`src/rtl/sdram_burst_arbiter_if.sv`:
```
// sdram_burst_arbiter_if
//   Bundles every signal of the SDRAM burst-read arbiter except the clock
//   and reset. The slave modport is the arbiter's own view. The master
//   modport is the surrounding system: the three requesters and the SDRAM
//   controller.
interface sdram_burst_arbiter_if;
    // Requester side
    logic [2:0]  req_rd;
    logic [74:0] req_addr;
    logic [32:0] req_len;
    logic [2:0]  req_32bit;
    logic [31:0] req_data;
    logic [2:0]  req_data_valid;
    logic [2:0]  req_data_done;

    // SDRAM controller side
    logic        burst_rd;
    logic [24:0] burst_addr;
    logic [10:0] burst_len;
    logic        burst_32bit;
    logic [31:0] burst_data;
    logic        burst_data_valid;
    logic        burst_data_done;

    // Status
    logic [1:0]  owner;
    logic [2:0]  overflow;
    logic        timeout_err;

    modport slave (
        input  req_rd, req_addr, req_len, req_32bit,
        output req_data, req_data_valid, req_data_done,
        output burst_rd, burst_addr, burst_len, burst_32bit,
        input  burst_data, burst_data_valid, burst_data_done,
        output owner, overflow, timeout_err
    );

    modport master (
        output req_rd, req_addr, req_len, req_32bit,
        input  req_data, req_data_valid, req_data_done,
        input  burst_rd, burst_addr, burst_len, burst_32bit,
        output burst_data, burst_data_valid, burst_data_done,
        input  owner, overflow, timeout_err
    );
endinterface

```
`src/rtl/sdram_burst_arbiter.sv`:
```
// sdram_burst_arbiter
//   Shares the single SDRAM burst-read port between three requesters:
//   port 0 = video scanout, port 1 = CPU refill, port 2 = DMA/blitter.
//   Single-cycle request pulses are captured into per-port pending latches.
//   One burst is forwarded at a time, and returned data is routed to the
//   port that owns the current burst.
//
//   Priority: port 0 always wins (scanout line deadline). Ports 1 and 2
//   share the remaining bandwidth round-robin. A running burst is never
//   preempted.
//
//   Optional feature macro: ARB_TIMEOUT_EN
//     When defined, a BUSY-state watchdog ends a burst whose done strobe
//     never arrives. It fakes a done pulse to the owner and sets the
//     sticky timeout_err flag.
//     When undefined, BUSY waits forever for done and timeout_err is tied
//     to 0.
//
//   Runs entirely in the clk_sdram domain.
//   Reset is synchronous and active-high.
module sdram_burst_arbiter #(
    parameter int TIMEOUT_CYCLES = 4096
) (
    input  logic                  clk_sdram,
    input  logic                  reset,
    sdram_burst_arbiter_if.slave  bus
);

    typedef enum logic [0:0] {
        IDLE = 1'b0,
        BUSY = 1'b1
    } state_t;

    state_t      state;
    state_t      state_next;

    // Captured requests
    logic [2:0]  pending;
    logic [24:0] lat_addr [3];
    logic [10:0] lat_len  [3];
    logic [2:0]  lat_32bit;

    // Round-robin pointer between ports 1 and 2: 0 -> port 1 next, 1 -> port 2 next
    logic        rr;

    // Registered outputs
    logic        burst_rd_q;
    logic [24:0] burst_addr_q;
    logic [10:0] burst_len_q;
    logic        burst_32bit_q;
    logic [1:0]  owner_q;
    logic [2:0]  overflow_q;

    // Grant decision for the current cycle
    logic        grant_en;
    logic [1:0]  grant_port;
    logic [2:0]  grant_clear;

    // Watchdog expiry (constant 0 without the watchdog)
    logic        timeout_hit;

    // Routing of the current owner as a one-hot mask
    logic [2:0]  owner_onehot;

    // State register
    always_ff @(posedge clk_sdram) begin
        if (reset) begin
            state <= IDLE;
        end else begin
            state <= state_next;
        end
    end

    // Next-state and grant selection: port 0 first, then the round-robin
    // choice when ports 1 and 2 both wait, else whichever of 1/2 waits
    always_comb begin
        state_next = state;
        grant_en   = 1'b0;
        grant_port = 2'd0;
        case (state)
            IDLE: begin
                if (pending[0]) begin
                    grant_en   = 1'b1;
                    grant_port = 2'd0;
                end else if (pending[1] && pending[2]) begin
                    grant_en   = 1'b1;
                    grant_port = rr ? 2'd2 : 2'd1;
                end else if (pending[1]) begin
                    grant_en   = 1'b1;
                    grant_port = 2'd1;
                end else if (pending[2]) begin
                    grant_en   = 1'b1;
                    grant_port = 2'd2;
                end
                if (grant_en) begin
                    state_next = BUSY;
                end
            end
            BUSY: begin
                if (bus.burst_data_done || timeout_hit) begin
                    state_next = IDLE;
                end
            end
            default: begin
                state_next = IDLE;
            end
        endcase
    end

    assign grant_clear = grant_en ? (3'b001 << grant_port) : 3'b000;

    // Output routing: valid/done strobes reach only the owning port, and
    // only while a burst is running; strobes seen in IDLE are dropped
    always_comb begin
        owner_onehot       = 3'b000;
        bus.req_data_valid = 3'b000;
        bus.req_data_done  = 3'b000;
        if (state == BUSY) begin
            case (owner_q)
                2'd0:    owner_onehot = 3'b001;
                2'd1:    owner_onehot = 3'b010;
                2'd2:    owner_onehot = 3'b100;
                default: owner_onehot = 3'b000;
            endcase
            if (bus.burst_data_valid) begin
                bus.req_data_valid = owner_onehot;
            end
            if (bus.burst_data_done || timeout_hit) begin
                bus.req_data_done = owner_onehot;
            end
        end
    end

    // Request capture, grant bookkeeping and burst descriptor registers.
    // A pulse in the same cycle that pending is cleared by a grant is
    // captured. The old latch contents are loaded into burst_* on this
    // same edge, so nothing is lost.
    always_ff @(posedge clk_sdram) begin
        if (reset) begin
            pending       <= 3'b000;
            lat_32bit     <= 3'b000;
            overflow_q    <= 3'b000;
            rr            <= 1'b0;
            burst_rd_q    <= 1'b0;
            burst_addr_q  <= 25'd0;
            burst_len_q   <= 11'd0;
            burst_32bit_q <= 1'b0;
            owner_q       <= 2'd3;
            for (int i = 0; i < 3; i++) begin
                lat_addr[i] <= 25'd0;
                lat_len[i]  <= 11'd0;
            end
        end else begin
            for (int i = 0; i < 3; i++) begin
                if (bus.req_rd[i]) begin
                    if (pending[i] && !grant_clear[i]) begin
                        overflow_q[i] <= 1'b1;
                    end else begin
                        lat_addr[i]  <= bus.req_addr[25*i +: 25];
                        lat_len[i]   <= bus.req_len[11*i +: 11];
                        lat_32bit[i] <= bus.req_32bit[i];
                    end
                end
            end

            pending    <= (pending & ~grant_clear) | bus.req_rd;
            burst_rd_q <= grant_en;

            if (grant_en) begin
                burst_addr_q  <= lat_addr[grant_port];
                burst_len_q   <= lat_len[grant_port];
                burst_32bit_q <= lat_32bit[grant_port];
                owner_q       <= grant_port;
                if (grant_port != 2'd0) begin
                    rr <= ~rr;
                end
            end else if ((state == BUSY) && (state_next == IDLE)) begin
                owner_q <= 2'd3;
            end
        end
    end

`ifdef ARB_TIMEOUT_EN
    // The counter reads 0 in the first BUSY cycle, which is the burst_rd
    // cycle. It expires at TIMEOUT_CYCLES-1. That is TIMEOUT_CYCLES cycles
    // after the IDLE cycle in which the grant was decided.
    localparam logic [11:0] TIMEOUT_LAST = 12'(TIMEOUT_CYCLES - 1);

    logic [11:0] busy_count;
    logic        timeout_err_q;

    assign timeout_hit = (state == BUSY) && !bus.burst_data_done &&
                         (busy_count == TIMEOUT_LAST);

    // Watchdog counter, cleared on every grant, and sticky error flag
    always_ff @(posedge clk_sdram) begin
        if (reset) begin
            busy_count    <= 12'd0;
            timeout_err_q <= 1'b0;
        end else begin
            if (grant_en) begin
                busy_count <= 12'd0;
            end else if (state == BUSY) begin
                busy_count <= busy_count + 12'd1;
            end
            if (timeout_hit) begin
                timeout_err_q <= 1'b1;
            end
        end
    end

    assign bus.timeout_err = timeout_err_q;
`else
    logic unused_timeout_cfg;

    assign unused_timeout_cfg = (TIMEOUT_CYCLES != 0);
    assign timeout_hit        = 1'b0;
    assign bus.timeout_err    = 1'b0;
`endif

    assign bus.req_data    = bus.burst_data;
    assign bus.burst_rd    = burst_rd_q;
    assign bus.burst_addr  = burst_addr_q;
    assign bus.burst_len   = burst_len_q;
    assign bus.burst_32bit = burst_32bit_q;
    assign bus.owner       = owner_q;
    assign bus.overflow    = overflow_q;

endmodule

```
`src/flat_wrapper.sv`:
```
// flat-port wrapper written by rule: the top's interface ports become plain ports
module sdram_burst_arbiter_flat 
#(
    parameter int TIMEOUT_CYCLES = 4096
)
  (clk_sdram, reset, bus_req_rd, bus_req_addr, bus_req_len, bus_req_32bit, bus_req_data, bus_req_data_valid, bus_req_data_done, bus_burst_rd, bus_burst_addr, bus_burst_len, bus_burst_32bit, bus_burst_data, bus_burst_data_valid, bus_burst_data_done, bus_owner, bus_overflow, bus_timeout_err);
  sdram_burst_arbiter_if bus_i ();
  input  logic clk_sdram;
  input  logic reset;
  input wire logic [$bits(bus_i.req_rd)-1:0] bus_req_rd;
  input wire logic [$bits(bus_i.req_addr)-1:0] bus_req_addr;
  input wire logic [$bits(bus_i.req_len)-1:0] bus_req_len;
  input wire logic [$bits(bus_i.req_32bit)-1:0] bus_req_32bit;
  output wire logic [$bits(bus_i.req_data)-1:0] bus_req_data;
  output wire logic [$bits(bus_i.req_data_valid)-1:0] bus_req_data_valid;
  output wire logic [$bits(bus_i.req_data_done)-1:0] bus_req_data_done;
  output wire logic [$bits(bus_i.burst_rd)-1:0] bus_burst_rd;
  output wire logic [$bits(bus_i.burst_addr)-1:0] bus_burst_addr;
  output wire logic [$bits(bus_i.burst_len)-1:0] bus_burst_len;
  output wire logic [$bits(bus_i.burst_32bit)-1:0] bus_burst_32bit;
  input wire logic [$bits(bus_i.burst_data)-1:0] bus_burst_data;
  input wire logic [$bits(bus_i.burst_data_valid)-1:0] bus_burst_data_valid;
  input wire logic [$bits(bus_i.burst_data_done)-1:0] bus_burst_data_done;
  output wire logic [$bits(bus_i.owner)-1:0] bus_owner;
  output wire logic [$bits(bus_i.overflow)-1:0] bus_overflow;
  output wire logic [$bits(bus_i.timeout_err)-1:0] bus_timeout_err;
  assign bus_i.req_rd = bus_req_rd;
  assign bus_i.req_addr = bus_req_addr;
  assign bus_i.req_len = bus_req_len;
  assign bus_i.req_32bit = bus_req_32bit;
  assign bus_req_data = bus_i.req_data;
  assign bus_req_data_valid = bus_i.req_data_valid;
  assign bus_req_data_done = bus_i.req_data_done;
  assign bus_burst_rd = bus_i.burst_rd;
  assign bus_burst_addr = bus_i.burst_addr;
  assign bus_burst_len = bus_i.burst_len;
  assign bus_burst_32bit = bus_i.burst_32bit;
  assign bus_i.burst_data = bus_burst_data;
  assign bus_i.burst_data_valid = bus_burst_data_valid;
  assign bus_i.burst_data_done = bus_burst_data_done;
  assign bus_owner = bus_i.owner;
  assign bus_overflow = bus_i.overflow;
  assign bus_timeout_err = bus_i.timeout_err;
  sdram_burst_arbiter #(.TIMEOUT_CYCLES(TIMEOUT_CYCLES)) u_core (.clk_sdram(clk_sdram), .reset(reset), .bus(bus_i));
endmodule
```
`config.mk`:
```
export PLATFORM = sky130hd
export DESIGN_NAME = sdram_burst_arbiter_flat
export DESIGN_NICKNAME = d
export VERILOG_FILES = /design/src/rtl/sdram_burst_arbiter_if.sv /design/src/rtl/sdram_burst_arbiter.sv /design/src/flat_wrapper.sv
export SDC_FILE = /design/constraint.sdc
export NUM_CORES = 1
export LEC_CHECK = 0
export CELL_PAD_IN_SITES_DETAIL_PLACEMENT = 2
export CELL_PAD_IN_SITES_GLOBAL_PLACEMENT = 2
export CORE_MARGIN = 5
export CORE_UTILIZATION = 33
export CTS_BUF_LIST = sky130_fd_sc_hd__clkbuf_2 sky130_fd_sc_hd__clkbuf_4 sky130_fd_sc_hd__clkbuf_8
export DETAILED_ROUTE_END_ITERATION = 6
export GPL_ROUTABILITY_DRIVEN = 0
export PLACE_DENSITY = 0.91
export SYNTH_ARGS = -nofsm -noshare
export SYNTH_HDL_FRONTEND = slang
export SYNTH_SLANG_ARGS = --single-unit
```
`constraint.sdc`:
```
create_clock -name clk_sdram -period 5.74 [get_ports clk_sdram]
set_clock_uncertainty 0.1 [all_clocks]
set_input_delay 1.148 -clock clk_sdram [delete_from_list [all_inputs] [get_ports clk_sdram]]
set_output_delay 1.148 -clock clk_sdram [all_outputs]
set_load 0.01 [all_outputs]
```
==> metrics.md, run 1 <==
| Metric | Value |
|---|---|
| Drt total wl | `20000 um` |
| Most frequent cell on the critical path | `clkdlybuf4s50_1` |
| Dpl cell area | `0.00864 mm2` |
| Clock slew at reported path FFs | `0.09 ns` |
| Cts hold-fix bufs | `0` |
| CP delay by family, top | `buffers and inverters` |
| WP data required | `4.49 ns` |
| Post-synth cell types | `36` |
| Final Max Slew Viols | `0` |
| Nets | `779` |
| Initial Utilization | `33.6%` |
| DR vias | `4713` |
| CTS tree | `built` |
| Synth area leader | `edfxtp_1` |
| Status | `completed` |
| R2R Path Start | `u_core.state` |
| Min Tclk post-route | `3.80 ns` |
| Post-synth EDFFs | `108` |
| DIE AREA | `0.0245 mm2` |
| Post-CTS sizing | `0` |
| H-tree depth | `4` |
| Most common cell in the synthesized netlist | `edfxtp_1` |
| Final Hold Vio Count | `0` |
| Design area | `0.00903 mm2` |
| Fin crit share | `66.2%` |
| Max Freq | `263 MHz` |
| Synth Instances | `521` |
| Syn_area_per_cell | `13.6 um2` |
| Setup Total Neg Slack | `0 ns` |
| Post-Synth Simple-Gate Area | `15.4%` |
| Share of post-route cells with drive strength above 1 | `15.6%` |
| Rows | `53` |
| Mapped Nets | `671` |
| First-pass GRT wire length | `30800 um` |
| Syn-to-layout area delta | `27.3%` |
| IO Pins | `232` |
| Syn Std Cell Area | `0.00709 mm2` |
| Pin count of the biggest net entering global routing | `84` |
| Largest family of logic cells by synthesized area | `simple AND/OR/NAND/NOR gates` |
| Area share of fa/ha/maj cells after synthesis | `0%` |
| Relative slew slack | `19.3%` |
| Total grt overflow | `0` |
| RSZ-0062 raised after global routing | `false` |
| Peak supply drop | `124 uV` |
| DP Wirelength | `13100 um` |
| R2r endpoint | `u_core.bus.burst_addr[16]` |
| Setup violators final | `0` |
| HP Start | `u_core.lat_32bit[0]` |
| Synth area leaders | `edfxtp_1 46%, dfxtp_1 14%, nor3b_1 9.3%, mux2i_1 5.4%, o22ai_2 5.3%` |
| P_leak | `3.24 nW` |
| Worst EP arrival | `2.55 ns` |
| Num CTS Buffers | `17` |
| Total Power | `0.00266 W` |
| First-pass DRT Iterations | `4` |
| Dominant synthesized flop cell | `edfxtp_1` |
| Sink of the worst hold path | `u_core.lat_32bit[0]` |
| HP Class | `reg -> reg` |
| Post-CTS Setup Inserts | `0` |
| Cell Chain, Critical Path | `clkdlybuf4s50_1, nand2_1, nor3_1, clkdlybuf4s50_1` |
| Ant diodes | `0` |
| Largest fanout on the critical path | `4` |
| Worst Path Class, Setup | `in -> out` |
| Top cells by count, synth | `108 x edfxtp_1, 88 x nor3b_1, 51 x dfxtp_1` |
| Hold Crit Depth | `2` |
| Clock root cell | `clkbuf_8` |
| Post-route ant nets | `0` |
| Compound-Gate Fraction of Synth Area | `11.7%` |
| Core area | `0.0211 mm2` |
| CTS Buffer Depth | `2` |
| Port Buffers | `166` |
| Yosys warnings | `0` |
| Gr usage total | `16.3%` |
| R2R depth | `4` |
| Clock sinks | `159` |
| Pwr dens | `294 mW/mm2` |
| Pin slew with the least headroom to its limit | `1.21 ns` |
| Vias per Instance | `5.14` |
| Sequential area share after synthesis | `60.1%` |
| #FFs+latches synth | `159` |
| Top cell type's share of synthesized area | `45.7%` |
| Avg WL per Cell | `21.8 um` |
| Fillcell total | `2095` |
| CP Capture Type | `primary output` |
| Synth Area in XOR/XNOR | `0.124%` |
| DR DRC count | `0` |
| Number of DRC markers in iteration 0 | `200` |
| Max cap viols | `0` |
| Vias in the first global route | `5416` |
| Die Span X | `157 um` |
| Initial antenna violation count | `0` |
| Clk_lat worst skew | `0.44 ns` |
| Worst path max stage delay | `0.57 ns` |
| Slowest CP cell | `clkdlybuf4s50_1` |
| Async set-reset flop share out of synthesis | `0%` |
| R2r setup slk | `2.63 ns` |
| Post-synthesis mux area share | `5.36%` |
| Die H | `157 um` |
| WP buf/inv | `2` |
| Startpoint Class | `input pin` |
area by class of cell:
| class | count | area [um2] | area share (%) |
|---|---|---|---|
| inverters | 3 | 11.3 | 0.125 |
| well taps | 275 | 344 | 3.81 |
| multi-input cells | 278 | 2330 | 25.8 |
| repair buffers | 170 | 1690 | 18.7 |
| flip-flops and latches | 159 | 4260 | 47.2 |
| clock buffers | 18 | 241 | 2.67 |
| clock inverters | 14 | 149 | 1.65 |
logic make-up (layout without fill, tap and decap cells):
| group | count (synthesis) | count (layout) |
|---|---|---|
| flops | 159 | 159 |
| simple gates | 146 | 146 |
| compound gates | 92 | 92 |
| buf+inv | 84 | 205 |
| mux | 38 | 38 |
| other cells | 1 | 1 |
| xor+xnor | 1 | 1 |
report_power, final:
part | internal [W] | total (W) | switching [W]
logic | 0.000221 | 0.000438 | 0.000217
registers | 0.00134 | 0.00139 | 0.0000509
clock network | 0.000365 | 0.000828 | 0.000464
total | 0.00193 | 0.00266 | 0.000731
worst register-to-register path: cells and delay by family (launching register included):
kind	cells	cell delay [ns]
flops	1	0.44
compound gates	1	0.20
simple gates	3	2.20
through the flow:
stage | hold slack [ns] | cells | utilization [%] | setup slack (ns)
floorplan | 0.336 | 521 | - | 2.37
global placement | 0.345 | 885 | 41.0 | 1.99
detailed placement | 0.370 | 885 | 41.0 | 1.93
CTS | 0.382 | 917 | 42.8 | 1.92
global route | 0.394 | 917 | 42.8 | 1.83
finish | 0.374 | 917 | 42.8 | 1.94
worst max-delay path by stage:
stage,startpoint,to,cells after the start
5_1_grt,bus_burst_data_done,bus_req_data_done[0],4
3_3_place_gp,bus_burst_data_done,bus_req_data_done[0],4
3_5_place_dp,bus_burst_data_done,bus_req_data_done[0],4
6_report,bus_burst_data_done,bus_req_data_done[0],4
4_1_cts,bus_burst_data_done,bus_req_data_done[0],4
2_1_floorplan,reset,u_core.lat_addr[2][0],4
sequential cells by signal (all words and copies together), names as in the netlist:
| name | count |
|---|---|
| u_core.pending | 3 |
| u_core.lat_addr | 75 |
| u_core.bus.burst_addr | 25 |
| u_core.bus.burst_len | 11 |
| u_core.bus.overflow | 3 |
| u_core.bus.burst_rd | 1 |
| u_core.lat_32bit | 3 |
| u_core.bus.burst_32bit | 1 |
| u_core.bus.owner | 2 |
| u_core.rr | 1 |
| u_core.state | 1 |
| u_core.lat_len | 33 |
cell usage in the layout (no fill, tap or decap), drive strengths merged, types with 2 or more instances in the layout:
master,instances
clkbuf,18
edfxtp,108
o21ba,2
nand3,3
buf,5
clkdlybuf4s50,165
nor2,13
or2,2
dfxtp,51
a21bo,2
a21oi,7
clkinv,4
inv,10
mux2i,38
nand2b,6
o22ai,37
a22oi,37
clkinvlp,2
nor3,4
nand2,7
nor3b,108
routing by layer:
metal | global-route usage [%] | share of wire [%] | up-vias
met1 | 19.2 | 40 | 2385
met3 | 3.04 | 4.8 | 31
li1 | - | - | 2155
met2 | 29.7 | 53 | 142
met4 | 5.87 | 1.6 | 0
met5 | 0 | 0 | -
(Power assumes the default switching activity.)
==> run 2, diff against run 1 <==
--- a/config.mk
+++ b/config.mk
@@ -8,11 +8,11 @@
 export CELL_PAD_IN_SITES_DETAIL_PLACEMENT = 2
 export CELL_PAD_IN_SITES_GLOBAL_PLACEMENT = 2
 export CORE_MARGIN = 5
-export CORE_UTILIZATION = 33
+export CORE_UTILIZATION = 31
 export CTS_BUF_LIST = sky130_fd_sc_hd__clkbuf_2 sky130_fd_sc_hd__clkbuf_4 sky130_fd_sc_hd__clkbuf_8
 export DETAILED_ROUTE_END_ITERATION = 6
 export GPL_ROUTABILITY_DRIVEN = 0
-export PLACE_DENSITY = 0.91
+export PLACE_DENSITY = 0.86
 export SYNTH_ARGS = -nofsm -noshare
 export SYNTH_HDL_FRONTEND = slang
 export SYNTH_SLANG_ARGS = --single-unit
==> constraint.sdc (replaced) <==
create_clock -name clk_sdram -period 3.6 [get_ports clk_sdram]
set_clock_uncertainty 0.1 [all_clocks]
set_input_delay 0.72 -clock clk_sdram [delete_from_list [all_inputs] [get_ports clk_sdram]]
set_output_delay 0.72 -clock clk_sdram [all_outputs]
set_load 0.01 [all_outputs]
==> run 2 against run 1 <==
Effect of this change:
- via count rose by 0.45%
- core utilization fell by 2.4 points
- clock power rose by 56%
- routed wire length rose by 5.2%
- worst hold slack improved by 0.0047 ns
- register-to-register slack got worse by 1.6 ns
- non-clock buffer count rose by 7
- setup slack got worse by 1.3 ns
- critical path depth did not move
- cell count rose by 1.9%
- critical endpoint unchanged
- largest cell class unchanged
- highest routed layer is now met5
==> metrics.md, run 2 (synthesis results as in run 1) <==
| Metric | Value |
|---|---|
| RSZ-0062 raised after global routing | `false` |
| Worst hold slack | `0.378 ns (+0.00474 ns)` |
| Initial antenna violation count | `1 (+1)` |
| Largest fanout on the critical path | `4 (unchanged)` |
| Clock sinks | `159 (unchanged)` |
| H-tree depth | `4 (unchanged)` |
| Share of post-route cells with drive strength above 1 | `16.2% (+0.60 points)` |
| Number of DRC markers in iteration 0 | `195 (-2.5%)` |
| Clock slew at reported path FFs | `0.08 ns (about the same)` |
| CTS Buffer Depth | `2 (unchanged)` |
| Setup Total Neg Slack | `0 ns (unchanged)` |
| Die Span X | `161 um (+3.0%)` |
| Min Tclk post-route | `2.94 ns` |
| CTS tree | `built` |
| Fin crit share | `81.8%` |
| R2R Path Start | `u_core.state` |
| First-pass GRT wire length | `32700 um (+6.1%)` |
| IO Pins | `232 (unchanged)` |
| Drt total wl | `21100 um (+5.2%)` |
| Worst path depth | `4 (unchanged)` |
| Port Buffers | `166 (unchanged)` |
| Worst EP arrival | `2.12 ns (-0.43 ns)` |
| Core area | `0.0226 mm2 (+7.0%)` |
| Vias in the first global route | `5546 (+2.4%)` |
| CP Capture Type | `primary output` |
| DR vias | `4734 (+0.45%)` |
| Initial Utilization | `31.4% (-2.2 points)` |
| DIE AREA | `0.0260 mm2 (+6.0%)` |
| Final Max Slew Viols | `0 (unchanged)` |
| Post-CTS sizing | `0 (unchanged)` |
| Pin count of the biggest net entering global routing | `109 (+30%)` |
| Max reg flops | `75 (unchanged)` |
| CP delay by family, top | `buffers and inverters` |
| P_leak | `3.29 nW (+1.4%)` |
| Most frequent cell on the critical path | `clkdlybuf4s50_1` |
| Setup violators final | `0 (unchanged)` |
| Nets | `786 (+0.90%)` |
| Cts hold-fix bufs | `0 (unchanged)` |
| Rows | `55 (+3.8%)` |
| Relative slew slack | `34.8% (+16 points)` |
| HP Class | `reg -> reg` |
| R2r setup slk | `1.05 ns (-1.58 ns)` |
| Post-route ant nets | `0 (unchanged)` |
| Syn-to-layout area delta | `28.8%` |
| Commonest non-fill, non-tap cell in the layout | `clkdlybuf4s50_1` |
| WP data required | `2.78 ns (-1.71 ns)` |
| Avg WL per Cell | `22.6 um (+3.3%)` |
| Critical Path Source | `bus_burst_data_done` |
| Startpoint Class | `input pin` |
| R2R depth | `5 (+1)` |
| Seq pwr share | `52.5% (about the same)` |
| Cell Chain, Critical Path | `clkdlybuf4s50_1, nand2_1, nor3_1, clkdlybuf4s50_1` |
| Pint | `0.00308 W (+60%)` |
| First-pass DRT Iterations | `4 (unchanged)` |
| Max Freq | `340 MHz` |
| Post-Place Cells | `902 (+1.9%)` |
| Pin slew with the least headroom to its limit | `0.978 ns (-0.233 ns)` |
| Post-route insts no fill | `934 (+1.9%)` |
| Clock root cell | `clkbuf_8` |
| Biggest register | `u_core.lat_addr` |
| Total grt overflow | `0 (unchanged)` |
| Peak supply drop | `160 uV (+29%)` |
| DR DRC count | `0 (unchanged)` |
| Status | `completed` |
| Worst Path Class, Setup | `in -> out` |
| Post-CTS Setup Inserts | `0 (unchanged)` |
| Final Hold Vio Count | `0 (unchanged)` |
| Worst setup path endpoint | `bus_req_data_done[0]` |
| Clk network pwr share | `30.5% (-0.7 points)` |
| Die H | `161 um (+3.0%)` |
| Final Core Density | `40.5% (-2.4 points)` |
| WP buf/inv | `2 (unchanged)` |
| Comb pwr share | `17.0% (+0.5 points)` |
| Slowest CP cell | `clkdlybuf4s50_1` |
| Clk_lat worst skew | `0.44 ns (about the same)` |
| Vias per Instance | `5.07 (-1.4%)` |
| Max cap viols | `0 (unchanged)` |
| Ant diodes | `0 (unchanged)` |
| R2r endpoint | `u_core.lat_len[2][7]` |
| Most frequent cells in the layout | `165 x clkdlybuf4s50_1, 108 x edfxtp_1, 88 x nor3b_1, 51 x dfxtp_1, 38 x mux2i_1` |
| DP Wirelength | `14000 um (+7.1%)` |
| Pwr dens | `464 mW/mm2 (+57%)` |
| Switch share | `27.2% (-0.28 points)` |
| Gr usage total | `16.3% (-0.077 points)` |
| Num CTS Buffers | `17 (unchanged)` |
| Worst path max stage delay | `0.57 ns (about the same)` |
| Switch Pwr | `0.00115 W (+58%)` |
[run 2: tightest hold or removal path, stage by stage (launching register included)]
cell,delay (ns)
dfxtp_1,0.32
nand2_1,0.06
a21oi_1,0.06
[run 2: layout make-up]
cell class	count	area [um2]
fillers	2255	13400
flip-flops and latches	159	4260
multi-input cells	278	2330
repair buffers	177	1800
well taps	285	357
clock buffers	18	248
clock inverters	14	130
inverters	3	11.3
[run 2: how the worst min path moves through the flow]
stage	end	slack, ns	startpoint	cells after the start
floorplan	u_core.lat_32bit[1]	0.34	u_core.lat_32bit[1]	2
global placement	u_core.lat_32bit[0]	0.34	u_core.lat_32bit[0]	2
detailed placement	u_core.lat_32bit[0]	0.37	u_core.lat_32bit[0]	2
CTS	u_core.lat_32bit[0]	0.38	u_core.lat_32bit[0]	2
global route	u_core.lat_32bit[0]	0.42	u_core.lat_32bit[0]	2
finish	u_core.lat_32bit[0]	0.38	u_core.lat_32bit[0]	2
[run 2: routing by layer]
metal / wire (um) / GRT usage [%] / vias to the layer above
li1: - / - / 2167
met1: 8370 / 18.3 / 2401
met2: 11400 / 30.5 / 127
met3: 879 / 3.67 / 37
met4: 393 / 5.08 / 2
met5: 13 / 0 / -
[run 2: through the flow]
step / cell area (um2) / power (W) / worst slack, ns
after floorplan: 7090 / 0.00265 / 0.657
after global placement: 8750 / 0.00295 / 0.711
after detailed placement: 8750 / 0.00300 / 0.629
after CTS: 9130 / 0.00430 / 0.626
after global routing: 9130 / 0.00444 / 0.580
final: 9130 / 0.00423 / 0.656
[run 2: power groups by stage]
stage                     clock, W  combinational, W  sequential (W)
after floorplan                  0          0.000400         0.00225
after global placement           0          0.000699         0.00225
after detailed placement         0          0.000734         0.00227
after CTS                  0.00134          0.000738         0.00223
after global routing       0.00142          0.000776         0.00224
final                      0.00129          0.000722         0.00222
==> run 3, diff against run 2 <==
--- a/config.mk
+++ b/config.mk
@@ -8,11 +8,11 @@
 export CELL_PAD_IN_SITES_DETAIL_PLACEMENT = 2
 export CELL_PAD_IN_SITES_GLOBAL_PLACEMENT = 2
 export CORE_MARGIN = 5
-export CORE_UTILIZATION = 31
+export CORE_UTILIZATION = 28
 export CTS_BUF_LIST = sky130_fd_sc_hd__clkbuf_2 sky130_fd_sc_hd__clkbuf_4 sky130_fd_sc_hd__clkbuf_8
 export DETAILED_ROUTE_END_ITERATION = 6
 export GPL_ROUTABILITY_DRIVEN = 0
-export PLACE_DENSITY = 0.86
+export PLACE_DENSITY = 0.82
 export SYNTH_ARGS = -nofsm -noshare
 export SYNTH_HDL_FRONTEND = slang
 export SYNTH_SLANG_ARGS = --single-unit
==> constraint.sdc (replaced) <==
create_clock -name clk_sdram -period 2.65 [get_ports clk_sdram]
set_clock_uncertainty 0.1 [all_clocks]
set_input_delay 0.53 -clock clk_sdram [delete_from_list [all_inputs] [get_ports clk_sdram]]
set_output_delay 0.53 -clock clk_sdram [all_outputs]
set_load 0.01 [all_outputs]
==> run 3 against run 2 <==
Effect of this change:
- cell count increased by 5.1%
- clock-buffer cell count unchanged
- sequential share of layout area down 0.80 points
- sequential power grew 36%
- final area increased by 1.8%
- worst hold slack worse by 0.053 ns
- combinational power up 38%
- core utilization shrank 3.3 points
- non-clock buffer count rose by 3
- critical path type unchanged
- largest cell class unchanged
- clock power rose by 54%
- global-route usage shrank 1.7 points
==> metrics.md, run 3 (synthesis results as in run 1) <==
| Metric | Value |
|---|---|
| Status | `completed` |
| First-pass DRT Iterations | `4 (unchanged)` |
| Pre-CTS setup slack | `0.0602 ns (-0.569 ns)` |
| Most frequent cell on the critical path | `clkdlybuf4s50_1` |
| WP buf/inv | `2 (unchanged)` |
| DR vias | `4697 (-0.78%)` |
| Fillcell total | `2563 (+14%)` |
| Clk_lat worst skew | `0.44 ns (about the same)` |
| CTS tree | `built` |
| Nets | `789 (+0.38%)` |
| Dpl cell area | `0.00886 mm2 (+1.2%)` |
| Die H | `169 um (+4.9%)` |
| Pin count of the biggest net entering global routing | `82 (-25%)` |
| Post-CTS sizing | `1 (+1)` |
| Num CTS Buffers | `17 (unchanged)` |
| Final Hold Vio Count | `0 (unchanged)` |
| Max cap viols | `0 (unchanged)` |
| Total grt overflow | `0 (unchanged)` |
| Peak supply drop | `285 uV (+78%)` |
| Commonest non-fill, non-tap cell in the layout | `clkdlybuf4s50_1` |
| Final Max Slew Viols | `0 (unchanged)` |
| RSZ-0062 raised after global routing | `false` |
| First-pass GRT wire length | `32200 um (-1.5%)` |
| DIE AREA | `0.0286 mm2 (+10%)` |
| Initial Utilization | `28.3% (-3.1 points)` |
| Most frequent cells in the layout | `165 x clkdlybuf4s50_1, 108 x edfxtp_1, 88 x nor3b_1, 50 x dfxtp_1, 38 x mux2i_1` |
| Final worst slack | `0.0729 ns (-0.584 ns)` |
| Initial antenna violation count | `0 (-1)` |
| Cell Chain, Critical Path | `clkdlybuf4s50_1, nand2_1, nor3_1, clkdlybuf4s50_1` |
| R2r setup slk | `0.39 ns (-0.66 ns)` |
| WP data required | `2.02 ns (-0.76 ns)` |
| Biggest register | `u_core.lat_addr` |
| Syn-to-layout area delta | `31.1%` |
| Post-CTS Setup Inserts | `0 (unchanged)` |
| Die Span X | `169 um (+4.9%)` |
| Relative slew slack | `55.4% (+21 points)` |
| Post-route ant nets | `0 (unchanged)` |
| Ant diodes | `0 (unchanged)` |
| Vias per Instance | `4.78 (-5.6%)` |
| Vias in the first global route | `5437 (-2.0%)` |
| Clock slew at reported path FFs | `0.09 ns (about the same)` |
| H-tree depth | `4 (unchanged)` |
| Clock sinks | `159 (unchanged)` |
| DR DRC count | `0 (unchanged)` |
| Rows | `58 (+5.5%)` |
| DP Wirelength | `14000 um (-0.16%)` |
| Cts hold-fix bufs | `0 (unchanged)` |
| Number of DRC markers in iteration 0 | `179 (-8.2%)` |
| Setup violators final | `0 (unchanged)` |
| Pin slew with the least headroom to its limit | `0.670 ns (-0.308 ns)` |
| Min Tclk post-route | `2.58 ns` |
| Worst path max stage delay | `0.58 ns (about the same)` |
| Startpoint Class | `input pin` |
| Pwr dens | `646 mW/mm2 (+39%)` |
| CP delay by family, top | `buffers and inverters` |
| Setup Total Neg Slack | `0 ns (unchanged)` |
| Worst Path Class, Setup | `in -> out` |
| Drt total wl | `21000 um (-0.15%)` |
| Port Buffers | `166 (unchanged)` |
| P_leak | `3.34 nW (+1.6%)` |
| Clock root cell | `clkbuf_8` |
| Max reg flops | `75 (unchanged)` |
| IO Pins | `232 (unchanged)` |
| Max Freq | `388 MHz` |
| Gr usage total | `14.6% (-1.7 points)` |
| CP Capture Type | `primary output` |
| Largest fanout on the critical path | `4 (unchanged)` |
| Share of post-route cells with drive strength above 1 | `17.0% (+0.85 points)` |
| HP Class | `in -> reg` |
| Core area | `0.0250 mm2 (+11%)` |
| Avg WL per Cell | `21.4 um (-5.0%)` |
| Slowest CP cell | `clkdlybuf4s50_1` |
| Worst EP arrival | `1.95 ns (-0.17 ns)` |
| Fin crit share | `97.2%` |
| Design area | `0.00929 mm2 (+1.8%)` |
| CTS Buffer Depth | `2 (unchanged)` |
[run 3: cell count changes in the layout (fill, tap and decap cells not counted), moves of 2 or more]
cell / change
clkinv_1: -2
inv_8: +3
bufinv_16: +2
clkinv_4: -2
buf_12: +2
[run 3: power by group]
part | switching (W) | leakage, nW | internal (W) | total, W
Combinational | 0.000486 | 1.54 | 0.000508 | 0.000994
Sequential | 0.000108 | 1.58 | 0.00290 | 0.00301
Clock | 0.00101 | 0.216 | 0.000982 | 0.00199
Total | 0.00161 | 3.34 | 0.00439 | 0.00600
[run 3: layout make-up]
type / count / area [um2] / share of cell area, %
Inverter: 3 / 11.3 / 0.121
Tap cell: 330 / 413 / 4.44
Timing Repair Buffer: 180 / 1840 / 19.8
Clock inverter: 14 / 194 / 2.09
Clock buffer: 18 / 241 / 2.60
Sequential cell: 159 / 4270 / 45.9
Multi-Input combinational cell: 278 / 2330 / 25.0
[run 3: per-stage QoR]
stage / hold slack [ns] / cells / power [W] / utilization, %
finish: 0.326 / 982 / 0.00600 / 37.1
global route: 0.292 / 982 / 0.00629 / 37.1
CTS: 0.285 / 982 / 0.00610 / 37.1
detailed placement: 0.373 / 950 / 0.00408 / 35.4
global placement: 0.343 / 950 / 0.00402 / 35.4
floorplan: 0.336 / 521 / 0.00361 / -
[run 3: path summary, 6_finish.rpt]
| path | from | end | cells after the start |
|---|---|---|---|
| worst max-delay path | bus_burst_data_done | bus_req_data_done[0] | 4 |
| worst min-delay path | reset | u_core.rr | 2 |
| worst max register to register | u_core.pending[0] | u_core.lat_len[0][8] | 6 |
| worst min register to register | u_core.lat_32bit[1] | u_core.lat_32bit[1] | 2 |
[run 3: worst reg2reg max path, delay by kind of cell (launching register included)]
family,cells,cell delay (ns)
AOI/OAI and AO/OA,2,0.54
buffers and inverters,2,0.46
DFF,1,0.50
and+or+nand+nor,2,0.40
[run 3: per-layer routing]
metal | global-route usage [%] | share of wire (%) | vias to the layer above
met4 | 3.85 | 0.95 | 0
met3 | 3.21 | 4.9 | 16
met2 | 26.2 | 53 | 131
li1 | - | - | 2173
met1 | 17.7 | 41 | 2377
met5 | 0 | 0 | -
